===== config.mk =====
export PLATFORM = sky130hd
export DESIGN_NAME = clk_period_monitor
export DESIGN_NICKNAME = d
export VERILOG_FILES = /design/src/rtl/clk_period_monitor.sv
export SDC_FILE = /design/constraint.sdc
export NUM_CORES = 1
export LEC_CHECK = 0
export CAP_MARGIN = 5
export CORE_MARGIN = 1.5
export CORE_UTILIZATION = 30
export DETAILED_ROUTE_END_ITERATION = 16
export GPL_ROUTABILITY_DRIVEN = 0
export PLACE_DENSITY = 0.57
export SKIP_CTS_REPAIR_TIMING = 1
export SLEW_MARGIN = 15
export SYNTH_ARGS = -nofsm -noshare
export SYNTH_HDL_FRONTEND = slang
export SYNTH_SLANG_ARGS = --single-unit

===== constraint.sdc =====
create_clock -name clk -period 2.7 [get_ports clk]
set_input_delay 0.405 -clock clk [delete_from_list [all_inputs] [get_ports clk]]
set_output_delay 0.405 -clock clk [all_outputs]
set_load 0.01 [all_outputs]

===== src/rtl/clk_period_monitor.sv =====
// Single-shot high/low/period measurement of an asynchronous test clock, in clk cycles.
// Define CLKMON_CHECK_EN to build the tolerance checker that drives err_o.
module clk_period_monitor #(
  parameter int CNT_W       = 16,
  parameter int SYNC_STAGES = 2
) (
  input  logic             clk,
  input  logic             rst_n,
  input  logic             mon_clk_i,
  input  logic             start_i,
  input  logic [CNT_W-1:0] exp_high_i,
  input  logic [CNT_W-1:0] exp_low_i,
  input  logic [CNT_W-1:0] tol_i,
  output logic             busy_o,
  output logic             valid_o,
  output logic [CNT_W-1:0] high_cnt_o,
  output logic [CNT_W-1:0] low_cnt_o,
  output logic [CNT_W:0]   period_cnt_o,
  output logic             timeout_o,
  output logic             err_o
);

  typedef enum logic [1:0] {IDLE, ARM, HIGH, LOW} state_t;

  localparam logic [CNT_W-1:0] CNT_MAX = '1;
  localparam logic [CNT_W-1:0] CNT_ONE = CNT_W'(1);

  state_t                 state, state_nx;
  logic [SYNC_STAGES-1:0] sync_q;
  logic                   s, s_d, rise, fall;
  logic [CNT_W-1:0]       cnt, cnt_nx;
  logic [CNT_W-1:0]       hi_meas, hi_meas_nx;
  logic                   done_valid, done_to;

  assign s    = sync_q[SYNC_STAGES-1];
  assign rise = s & ~s_d;
  assign fall = ~s & s_d;

  always_ff @(posedge clk or negedge rst_n) begin
    if (!rst_n) begin
      sync_q <= '0;
      s_d    <= 1'b0;
    end else begin
      sync_q <= {sync_q[SYNC_STAGES-2:0], mon_clk_i};
      s_d    <= s;
    end
  end

  // A qualifying edge is checked before saturation so the edge wins a tie.
  always_comb begin
    state_nx   = state;
    cnt_nx     = cnt;
    hi_meas_nx = hi_meas;
    done_valid = 1'b0;
    done_to    = 1'b0;
    case (state)
      IDLE: begin
        if (start_i) begin
          state_nx = ARM;
          cnt_nx   = CNT_ONE;
        end
      end
      ARM: begin
        if (rise) begin
          state_nx = HIGH;
          cnt_nx   = CNT_ONE;
        end else if (cnt == CNT_MAX) begin
          state_nx = IDLE;
          cnt_nx   = '0;
          done_to  = 1'b1;
        end else begin
          cnt_nx = cnt + CNT_ONE;
        end
      end
      HIGH: begin
        if (fall) begin
          state_nx   = LOW;
          hi_meas_nx = cnt;
          cnt_nx     = CNT_ONE;
        end else if (cnt == CNT_MAX) begin
          state_nx = IDLE;
          cnt_nx   = '0;
          done_to  = 1'b1;
        end else begin
          cnt_nx = cnt + CNT_ONE;
        end
      end
      LOW: begin
        if (rise) begin
          state_nx   = IDLE;
          done_valid = 1'b1;
        end else if (cnt == CNT_MAX) begin
          state_nx = IDLE;
          cnt_nx   = '0;
          done_to  = 1'b1;
        end else begin
          cnt_nx = cnt + CNT_ONE;
        end
      end
      default: begin
        state_nx = IDLE;
        cnt_nx   = '0;
      end
    endcase
  end

  // High count is held privately so a timeout in LOW leaves published results intact.
  always_ff @(posedge clk or negedge rst_n) begin
    if (!rst_n) begin
      state        <= IDLE;
      cnt          <= '0;
      hi_meas      <= '0;
      busy_o       <= 1'b0;
      valid_o      <= 1'b0;
      timeout_o    <= 1'b0;
      high_cnt_o   <= '0;
      low_cnt_o    <= '0;
      period_cnt_o <= '0;
    end else begin
      state     <= state_nx;
      cnt       <= cnt_nx;
      hi_meas   <= hi_meas_nx;
      busy_o    <= (state_nx != IDLE);
      valid_o   <= done_valid;
      timeout_o <= done_to;
      if (done_valid) begin
        high_cnt_o   <= hi_meas;
        low_cnt_o    <= cnt;
        period_cnt_o <= {1'b0, hi_meas} + {1'b0, cnt};
      end
    end
  end

`ifdef CLKMON_CHECK_EN
  logic [CNT_W-1:0] diff_hi, diff_lo;
  logic             err_q;

  assign diff_hi = (hi_meas >= exp_high_i) ? hi_meas - exp_high_i : exp_high_i - hi_meas;
  assign diff_lo = (cnt >= exp_low_i) ? cnt - exp_low_i : exp_low_i - cnt;

  always_ff @(posedge clk or negedge rst_n) begin
    if (!rst_n)          err_q <= 1'b0;
    else if (done_valid) err_q <= (diff_hi > tol_i) || (diff_lo > tol_i);
  end

  assign err_o = err_q;
`else
  logic unused_check_ins;
  assign unused_check_ins = ^{exp_high_i, exp_low_i, tol_i};
  assign err_o = 1'b0;
`endif

endmodule

==> out/qor.log <==
qor: synth.ys_types 61
qor: sta.fmax 0.422 GHz
qor: clock_tree.cts_htree_levels 3
qor: clock_tree.worst_setup_hold_path_clk_slew 60 ps
qor: critical_path.reg2reg_setup_slack 330 ps
qor: critical_path.cell_mode_on_critical_path a21oi_1
qor: die.die_h 124 µm
qor: global_routing.grtUsageMet3 2.70%
qor: clock_tree.numCtsBuffers 9
qor: clock_tree.cts-root-buf clkbuf_16
qor: critical_path.startpoint_type flop
qor: critical_path.cp_cell_sequence ha_1 > fa_1 > a21oi_1 > nand4b_1 > a211o_1 > nand2_1 > a21o_1 > o21ai_0 > a21oi_1
qor: layout.num_antenna_cells 0
qor: critical_path.critical_path.endpoint_type flop
qor: place.place.detailed.hpwl 7.60 mm
qor: global_routing.grt_util_met2 22.5%
qor: sta.fin_crit_sh 87.8%
qor: die.core_area 0.0140 mm²
qor: global_routing.global_route.overflow_total 0
qor: synth.synthesis.area_per_instance 9.76 µm²
qor: synth.synth-edff-count 0
qor: critical_path.worst_r2r_path_depth 9
qor: global_routing.grt_usage 14.9%
qor: clock_tree.max_clock_buf_depth 2
qor: clock_tree.cts_num_sinks 89
qor: power.cell_internal_pwr 3.16 mW
qor: power.power_leakage 2.64 nW
qor: detailed_routing.detailroute.via_count 3339
qor: detailed_routing.dr.pass1.iters 4
qor: critical_path.worst_path_max_delay_cell fa_1
qor: sta.unrepaired_setup_endpoints_after_global_routing false
qor: global_routing.groute.layer.met1.usage 20.6%
qor: detailed_routing.antenna_violating_nets_left 0
qor: synth.synth_top_area_share 51.0%
qor: power.power.clock.fraction 33.3%
qor: power.net_sw_power 1.45 mW
qor: die.boundaryPins 105
qor: power.power.switching_fraction 31.5%
qor: critical_path.cp_slowest_stage_delay 410 ps
qor: die.site_rows 43
qor: die.die_area 0.0153 mm²
qor: status.run_status complete, no violations
qor: critical_path.crit_required 2920 ps
qor: synth.dominantRegCellSynth dfrtp_1
qor: synth.yosysSeqAreaShare 51.0%
qor: global_routing.grt_start_max_net_pins 48
qor: sta.finalWorstPathRequiredPeriod 2370 ps
qor: critical_path.r2r_start hi_meas[0]
qor: synth.yosysWarningCount 0
qor: sta.final-max-slew-violation-count 0
qor: clock_tree.clock_tree_from_tritoncts yes
qor: power.comb_power_share 28.0%
qor: synth.synth_top_area_cell dfrtp_1
qor: die.die_width 124 µm
qor: sta.tightestPinTransition 582 ps
qor: detailed_routing.drt-total-wl 10.4 mm
qor: sta.setup_tns 0 ps
qor: layout.syn2layout_area_growth 27.2%
qor: global_routing.grt_first_pass_wirelength 17.3 mm
qor: power.p_total 4.62 mW
qor: detailed_routing.vias_per_cell 4.82
qor: sta.finClkSkew 5.02 ps
qor: synth.netlist_area 0.00436 mm²
qor: detailed_routing.remaining_drc_errors 0
qor: global_routing.grt_pass1_vias 3285
qor: run.maxCapViolations 0
qor: power.ir_drop 0.000281 V
qor: place.buffer_ports.inserted 55
qor: detailed_routing.route.detailed.wl_per_inst 14.9 µm
qor: detailed_routing.number_of_drc_markers_in_iteration_0 127
qor: hold_path.min_delay_worst_type in -> async
qor: synth.synthArstFlopShare 100%
qor: synth.post_synth_inst_count 447
qor: sta.setup_violations 0
qor: sta.relSlewSlack 61.2%
qor: sta.timing_hold_violations_final 0
qor: power.pwr_density_cell 832 mW/mm²
qor: die.initial_utilization 31.1%
qor: power.seq_power_share 38.8%
qor: synth.synthesis.nets 517
qor: critical_path.regToRegEndpoint period_cnt_o[16]
qor: critical_path.cp_max_fo 3
qor: critical_path.cp_data_arrival_time 2590 ps
qor: global_routing.grt_antenna_before_repair 0
qor: critical_path.crit_type reg -> reg
qor: synth.synth_area_leaders dfrtp_1 (51%), nand2_1 (11%), ha_1 (4.9%)
qor: layout.final_layout_size_suffix_gt1_share 13.3%
qor: global_routing.busiest_layer met2
qor: synth.yosys_register_bits 89
qor: clock_tree.clk_lat_worst_skew 350 ps
qor: layout.finalNetCount 578
-- cell usage after synthesis (all sizes together), types with 2 or more instances --
cell type	number
nor3	2
dfrtp	89
o21bai	2
o31ai	2
nand2	132
nand4	5
or4	2
a21o	6
clkbuf	10
a31oi	6
a21oi	15
buf	10
xor2	12
xnor2	9
mux2	17
inv	6
a211o	3
a2111oi	3
o21a	4
nor2	27
a211oi	3
and4	2
ha	17
o21ai	23
nand3	10
and2	2
o211ai	2
and3	3
nand2b	5
-- power by group through the flow --
stage	Sequential, mW	Clock (mW)	Combinational (mW)
floorplan	1.80	0	0.711
global placement	1.82	0	1.28
detailed placement	1.83	0	1.30
CTS	1.80	1.56	1.31
global route	1.83	1.62	1.46
finish	1.79	1.53	1.29
-- worst max path at each step --
stage | startpoint | to | slack [ps] | cells after the start
5_1_grt | hi_meas[0] | period_cnt_o[16] | 160 | 9
3_3_place_gp | cnt[0] | period_cnt_o[16] | 320 | 9
6_report | hi_meas[0] | period_cnt_o[16] | 330 | 9
3_5_place_dp | hi_meas[0] | period_cnt_o[16] | 330 | 9
4_1_cts | hi_meas[0] | period_cnt_o[16] | 320 | 9
2_1_floorplan | cnt[6] | period_cnt_o[15] | 530 | 7
-- layer usage --
metal / wire [µm] / vias to the layer above
met1: 5000 / 1591
met2: 4670 / 70
met4: 302 / 0
li1: - / 1654
met5: 0 / -
met3: 370 / 24
-- layout by cell type (no fill, tap or decap), drive strengths merged, types with 3 or more instances in the layout --
cell type / n
inv: 6
o21ai: 23
a211o: 3
xor2: 12
xnor2: 9
nand3: 10
ha: 17
nor2: 27
a2111oi: 3
mux2: 17
clkbuf: 9
nand2b: 5
a21o: 6
buf: 16
nand2: 132
o21a: 4
bufinv: 4
clkdlybuf4s50: 54
dfrtp: 89
a31oi: 6
a21oi: 15
nand4: 5
clkinvlp: 3
a211oi: 3
and3: 3
-- layout make-up --
type / count / area [µm²]
fill: 1385 / 8490
sequential: 89 / 2230
multi-input combinational: 332 / 2030
timing repair buffer: 70 / 673
clock buffer: 9 / 225
tap: 180 / 225
clock inverter: 7 / 143
inverter: 6 / 22.5
-- per-stage QoR --
| stage | setup slack, ps | area [µm²] | hold slack [ps] | cells | utilization, % |
|---|---|---|---|---|---|
| after floorplan | 526 | 4360 | 109 | 447 | - |
| after global placement | 319 | 5180 | 333 | 677 | 36.9 |
| after detailed placement | 331 | 5180 | 337 | 677 | 36.9 |
| after CTS | 318 | 5550 | 71.7 | 693 | 39.5 |
| after global routing | 159 | 5550 | 95.3 | 693 | 39.5 |
| final | 331 | 5550 | 50.3 | 693 | 39.5 |
-- critical path: cells and delay by family, from the launching register on --
kind	cells	cell delay [ps]
DFF	1	400
adders and majority gates	2	630
AOI/OAI and AO/OA	5	960
and+or+nand+nor	2	250
-- flip-flops by register name, summed over array words and instances, names as in the netlist --
name          cells
cnt              16
state             2
high_cnt_o       16
hi_meas          16
s_d               1
valid_o           1
low_cnt_o        16
period_cnt_o     17
timeout_o         1
busy_o            1
sync_q            2
-- logic make-up (layout without fill, tap and decap cells) --
kind of cell,after synthesis,count (layout),share of synthesized area [%]
and+or+nand+nor,197,197,20.2
DFF,89,89,51.0
AOI/OAI and AO/OA,77,77,12.0
buffers and inverters,26,92,2.49
xor gates and xnor gates,21,21,4.21
adders and majority gates,18,18,5.33
muxes,18,18,4.62
other,1,1,0.0859
Note: power is estimated with default switching activity, not from simulation.
